$ cat config.mk
export PLATFORM = sky130hd
export DESIGN_NAME = branch_pc_unit
export DESIGN_NICKNAME = d
export VERILOG_FILES = /design/src/rtl/branch_pc_unit_pkg.sv /design/src/rtl/branch_wait_counter.sv /design/src/rtl/branch_pc_unit.sv
export SDC_FILE = /design/constraint.sdc
export NUM_CORES = 1
export LEC_CHECK = 0
export BUFFER_PORTS_ARGS = -buffer_cell sky130_fd_sc_hd__buf_2
export CAP_MARGIN = 5
export CORE_UTILIZATION = 25
export CTS_BUF_LIST = sky130_fd_sc_hd__clkbuf_8
export CTS_CLUSTER_DIAMETER = 30
export DETAILED_ROUTE_END_ITERATION = 10
export PLACE_DENSITY_LB_ADDON = 0.12
export SLEW_MARGIN = 25
export SYNTH_ARGS = -nofsm -noshare
export SYNTH_HDL_FRONTEND = slang
export SYNTH_SLANG_ARGS = --single-unit
$ cat constraint.sdc
create_clock -name clk -period 9.95 [get_ports clk]
set_input_delay 1.4925 -clock clk [delete_from_list [all_inputs] [get_ports clk]]
set_output_delay 1.4925 -clock clk [all_outputs]
set_load 0.01 [all_outputs]
$ cat src/rtl/branch_pc_unit_pkg.sv
// Shared definitions for the PC sequencer: branch FSM states, default widths,
// reset PC and sign extension of the C-field branch offset.
package branch_pc_unit_pkg;

   typedef enum logic [1:0] {
      IDLE    = 2'd0,
      WAIT    = 2'd1,
      RESOLVE = 2'd2
   } br_state_e;

   localparam int PC_W     = 32;
   localparam int OFFSET_W = 19;
   localparam int STAT_W   = 16;

   localparam logic [PC_W-1:0] RESET_PC_DEF = '0;

   function automatic logic signed [PC_W-1:0] sext_c(input logic [OFFSET_W-1:0] c);
      return signed'({{(PC_W-OFFSET_W){c[OFFSET_W-1]}}, c});
   endfunction

endpackage

$ cat src/rtl/branch_wait_counter.sv
// Loadable down-counter with zero flag; holds at zero. Used to delay a
// multi-cycle control step by a fixed number of cycles.
module branch_wait_counter
   import branch_pc_unit_pkg::*;
#(
   parameter int CNT_W = 3
) (
   input  logic             clk,
   input  logic             clr_n,
   input  logic             load,
   input  logic [CNT_W-1:0] load_val,
   input  logic             dec,
   output logic             cnt_zero
);

   logic [CNT_W-1:0] cnt_q;

   always_ff @(posedge clk or negedge clr_n) begin
      if (!clr_n) begin
         cnt_q <= '0;
      end else if (load) begin
         cnt_q <= load_val;
      end else if (dec && (cnt_q != '0)) begin
         cnt_q <= cnt_q - CNT_W'(1);
      end
   end

   assign cnt_zero = (cnt_q == '0);

endmodule

$ cat src/rtl/branch_pc_unit.sv
// Program counter with fetch increment, bus load and conditional relative
// branch resolved against the CON flag. Optional stats: BRANCH_STATS_EN.
module branch_pc_unit
   import branch_pc_unit_pkg::*;
#(
   parameter int                  PC_WIDTH     = PC_W,
   parameter int                  OFFSET_WIDTH = OFFSET_W,
   parameter logic [PC_WIDTH-1:0] RESET_PC     = PC_WIDTH'(RESET_PC_DEF),
   parameter int                  CON_WAIT     = 1
) (
   input  logic                clk,
   input  logic                clr_n,
   input  logic                pc_inc,
   input  logic                pc_in_en,
   input  logic [PC_WIDTH-1:0] bus_in,
   input  logic                br_start,
   input  logic [31:0]         ir_in,
   input  logic                con_in,
   output logic [PC_WIDTH-1:0] pc_out,
   output logic                busy,
   output logic                br_done,
   output logic                br_taken
`ifdef BRANCH_STATS_EN
   ,
   output logic [STAT_W-1:0]   taken_cnt,
   output logic [STAT_W-1:0]   not_taken_cnt
`endif
);

   localparam int CNT_W = 3;
   localparam logic [CNT_W-1:0] WAIT_LOAD = CNT_W'(CON_WAIT - 1);

   br_state_e                   state_q, state_d;
   logic [PC_WIDTH-1:0]         pc_q, pc_d;
   logic signed [PC_WIDTH-1:0]  off_q, off_ext;
   logic                        cnt_load, cnt_dec, cnt_zero;
   logic                        done_d, taken_d;
   logic                        unused_ir;

   assign unused_ir = ^ir_in[31:OFFSET_WIDTH];

   generate
      if (PC_WIDTH == PC_W && OFFSET_WIDTH == OFFSET_W) begin : g_sext_pkg
         assign off_ext = sext_c(ir_in[OFFSET_W-1:0]);
      end else begin : g_sext_gen
         assign off_ext = signed'({{(PC_WIDTH-OFFSET_WIDTH){ir_in[OFFSET_WIDTH-1]}},
                                   ir_in[OFFSET_WIDTH-1:0]});
      end
   endgenerate

   branch_wait_counter #(
      .CNT_W    (CNT_W)
   ) u_wait_cnt (
      .clk      (clk),
      .clr_n    (clr_n),
      .load     (cnt_load),
      .load_val (WAIT_LOAD),
      .dec      (cnt_dec),
      .cnt_zero (cnt_zero)
   );

   always_comb begin
      state_d  = state_q;
      pc_d     = pc_q;
      cnt_load = 1'b0;
      cnt_dec  = 1'b0;
      done_d   = 1'b0;
      taken_d  = 1'b0;

      unique case (state_q)
         IDLE: begin
            if (pc_inc) begin
               pc_d = pc_q + PC_WIDTH'(1);
            end
            if (br_start) begin
               cnt_load = 1'b1;
               state_d  = WAIT;
            end
         end
         WAIT: begin
            if (cnt_zero) begin
               state_d = RESOLVE;
            end else begin
               cnt_dec = 1'b1;
            end
         end
         RESOLVE: begin
            if (con_in) begin
               pc_d = pc_q + $unsigned(off_q);
            end
            done_d  = 1'b1;
            taken_d = con_in;
            state_d = IDLE;
         end
         default: state_d = IDLE;
      endcase

      // A bus load overrides everything, including a branch in flight.
      if (pc_in_en) begin
         pc_d     = bus_in;
         state_d  = IDLE;
         cnt_load = 1'b0;
         cnt_dec  = 1'b0;
         done_d   = 1'b0;
         taken_d  = 1'b0;
      end
   end

   always_ff @(posedge clk or negedge clr_n) begin
      if (!clr_n) begin
         state_q  <= IDLE;
         pc_q     <= RESET_PC;
         br_done  <= 1'b0;
         br_taken <= 1'b0;
      end else begin
         state_q  <= state_d;
         pc_q     <= pc_d;
         br_done  <= done_d;
         br_taken <= taken_d;
      end
   end

   // Offset is pure data; it is only consumed after being loaded.
   always_ff @(posedge clk) begin
      if (cnt_load) begin
         off_q <= off_ext;
      end
   end

   assign pc_out = pc_q;
   assign busy   = (state_q != IDLE);

`ifdef BRANCH_STATS_EN
   function automatic logic [STAT_W-1:0] sat_inc(input logic [STAT_W-1:0] v);
      return (v == '1) ? v : v + STAT_W'(1);
   endfunction

   always_ff @(posedge clk or negedge clr_n) begin
      if (!clr_n) begin
         taken_cnt     <= '0;
         not_taken_cnt <= '0;
      end else if (done_d) begin
         if (taken_d) begin
            taken_cnt <= sat_inc(taken_cnt);
         end else begin
            not_taken_cnt <= sat_inc(not_taken_cnt);
         end
      end
   end
`endif

endmodule

==> run metrics <==
Worst EP required=10.19 ns; Root Driver=clkbuf_8; clock group share of total power=35.6%; # DRC=0; syn_area_per_cell=9.05 µm²; Psw=203 µW; Reg-to-Reg Start=state_q[1]; cts bufs inserted=9; HPWL after DPL=8.42 mm; Area growth syn-to-layout=22.1%; Adder-Cell Fraction of Synth Area=6.85%; Syn Inst Count=436; H-tree depth=3; most frequent cells in the layout=buf_2 (91), dfrtp_1 (39), nor2_1 (37); Vias per Instance=4.79; worst path cell trace=nor2b_1 -> buf_4 -> nand2b_1 -> ha_1 -> fa_1 -> a211oi_1 -> o21bai_1 -> o21ai_1 -> a21oi_1 -> or4b_1 -> a21oi_1 -> xor2_1 -> mux2_2; buffer and inverter count on the worst path=1; Static Leak=2.13 nW; final WL=11.6 mm; vias in the first global route=3489; Ys Warns=0; crit path max fanout=20; internal power=465 µW; leading area contributor after synthesis=dfrtp_1; r2r worst-path depth=13; worst path arrival time=4.09 ns; mapped cell area=3940 µm²; Yosys reg bits=58; Initial Util=25.8%; Hold EP=u_wait_cnt.cnt_q[0]; Post-Place Cells=720; Hold WC Path Type=reg2reg; Synth cell types=58; post-synthesis mux area share=4.82%; # setup viols final=0; fin nets=611; clock sinks=58; RR Endpoint=pc_out[26]; first-pass GRT wire length=18.4 mm; Seq/Total Area, Yosys=39.2%; die width=128 µm; Reg power frac=43.4%; full die area=16300 µm²; Hold Crit Depth=1; Resize count post-CTS=0; gpl congestion=0.804; ys flop type=dfrtp_1; std cell rows=45; clock slew at reported path FFs=0.07 ns; peak supply drop=0.0636 mV; Logic pwr share=21.0%; final-report hold violation count=0; CTS Buffer Depth=2; pwr/cell area=139 nW/µm²; critical path type=reg2reg; share of layout cells above drive strength 1=22.3%; # Post-CTS Setup Buffers=0; delay-heaviest family, CP=compound AO/OA/AOI/OAI gates; skew final=0.0141 ns; Post-Synth Simple-Gate Area=21.7%; Synth Area in XOR/XNOR=4.66%; maximum clock rate=0.260 GHz; core area=15300 µm²; largest cells by area after synthesis=dfrtp_1 (25%), edfxtp_1 (14%), ha_1 (6.3%), o21ai_0 (4.4%), a21oi_1 (3.8%); 1st-pass router iterations=4; vias=3526; Synth top area share=24.7%; top-level I/O count=105; Slew HR=43.2%; antenna cells=0; final std cells w/o fill=736; initial antenna violation count=0; worst skew pair latency=0.37 ns; EDFF count, synth=19; Async S/R FF share, synth=67.2%; fin. max-slew vios=0; number of port buffers=91; RSZ-0062 raised after global routing=no; CTS tree=done; status=completed; switch share=30.4%; fin crit share=38.7%; Routed Antenna Nets=0; syn_nets=527; R2R setup slack=6.10 ns; slowest stage cell, crit path=or4b_1; HP Start=u_wait_cnt.cnt_q[0]; most frequent CP cell=a21oi_1; min cycle time layout=3.85 ns; main combinational cell family by area after synthesis=simple AND/OR/NAND/NOR gates; fin util=31.4%; CP endpoint kind=flop; worst stage delay on the critical path=0.57 ns; Wirelength per Cell=15.7 µm; Max-Cap Viols=0; Global Route Usage Sum=15.0%; worst slew pin tran=0.852 ns; largest net degree at the start of global routing=54; cts hold-fix bufs=0; most common cell after layout, fill and taps aside=buf_2; Remaining Overflow, GRT=0; Die Ht=128 µm; complex-gate fraction of the synthesized area=19.5%; 1st-iter DRT viols=169; final setup TNS=0 ns; critical path launch point type=flop
[cell type report]
cell class | count | area, µm²
flip-flops and latches | 58 | 1550
fillers | 1659 | 10500
multi-input cells | 346 | 2270
repair buffers | 95 | 498
inverters | 10 | 37.5
well taps | 211 | 264
clock buffers | 9 | 124
clock inverters | 7 | 78.8
[state kept, by name, summed over array words and instances, names as in the netlist]
register	flops
pc_out	32
u_wait_cnt.cnt_q	3
state_q	2
br_done	1
br_taken	1
off_q	19
[metal layers]
layer  wire, µm  vias to the layer above  global-route usage (%)
li1           -                     1777                       -
met1       5460                     1655                    18.9
met2       5420                       82                    24.4
met3        479                       12                    4.36
met4        199                        0                    5.61
met5          0                        -                       0
[logic make-up after synthesis]
logic type | count (synthesis)
compound gates | 121
mux | 18
xor+xnor | 21
simple gates | 165
fa+ha+maj | 21
buf+inv | 32
flops | 58
[worst max path at each step]
| stage | start | to | slack [ns] | depth (start not counted) |
|---|---|---|---|---|
| final | state_q[1] | pc_out[26] | 6.10 | 13 |
| after global routing | state_q[1] | pc_out[26] | 5.83 | 13 |
| after CTS | state_q[1] | pc_out[26] | 6.11 | 13 |
| after detailed placement | pc_in_en | off_q[1] | 6.01 | 5 |
| after global placement | pc_in_en | off_q[1] | 6.01 | 5 |
| after floorplan | state_q[1] | pc_out[26] | 6.64 | 13 |
[synthesized netlist by cell type, types with 3 or more instances]
master     n
edfxtp_1  19
nor3_1    11
mux2_2     8
nand2_1   34
o21a_1     5
xnor2_1   16
o211ai_1   3
a211oi_1   3
dfrtp_1   39
o21ai_0   35
nand3_1   14
nor3b_1    5
a311oi_1   3
nand4_1    8
nor2_1    37
xor2_1     5
or3_1      6
ha_1      20
mux2i_1   10
a21boi_0   3
a31oi_1    7
nand2b_1   5
clkbuf_1  18
a21o_1     9
o31a_1     4
and3_1     7
or4_1      5
and2_1    20
inv_1      9
a21oi_1   30
[power groups by stage]
stage	combinational, mW	sequential, mW	clock, mW
after detailed placement	0.142	0.295	0
after global placement	0.140	0.294	0
after CTS	0.143	0.290	0.247
after floorplan	0.0867	0.293	0
after global routing	0.158	0.294	0.260
final	0.141	0.290	0.238
[through the flow]
step | setup WS, ns | hold slack [ns] | instance area [µm²] | power (mW)
3_5_place_dp | 6.01 | 0.499 | 4610 | 0.437
3_3_place_gp | 6.01 | 0.492 | 4590 | 0.434
6_report | 6.10 | 0.510 | 4820 | 0.668
5_1_grt | 5.83 | 0.525 | 4820 | 0.711
2_1_floorplan | 6.64 | 0.461 | 3940 | 0.379
4_1_cts | 6.11 | 0.508 | 4820 | 0.680
Note: power is estimated with default switching activity, not from simulation.
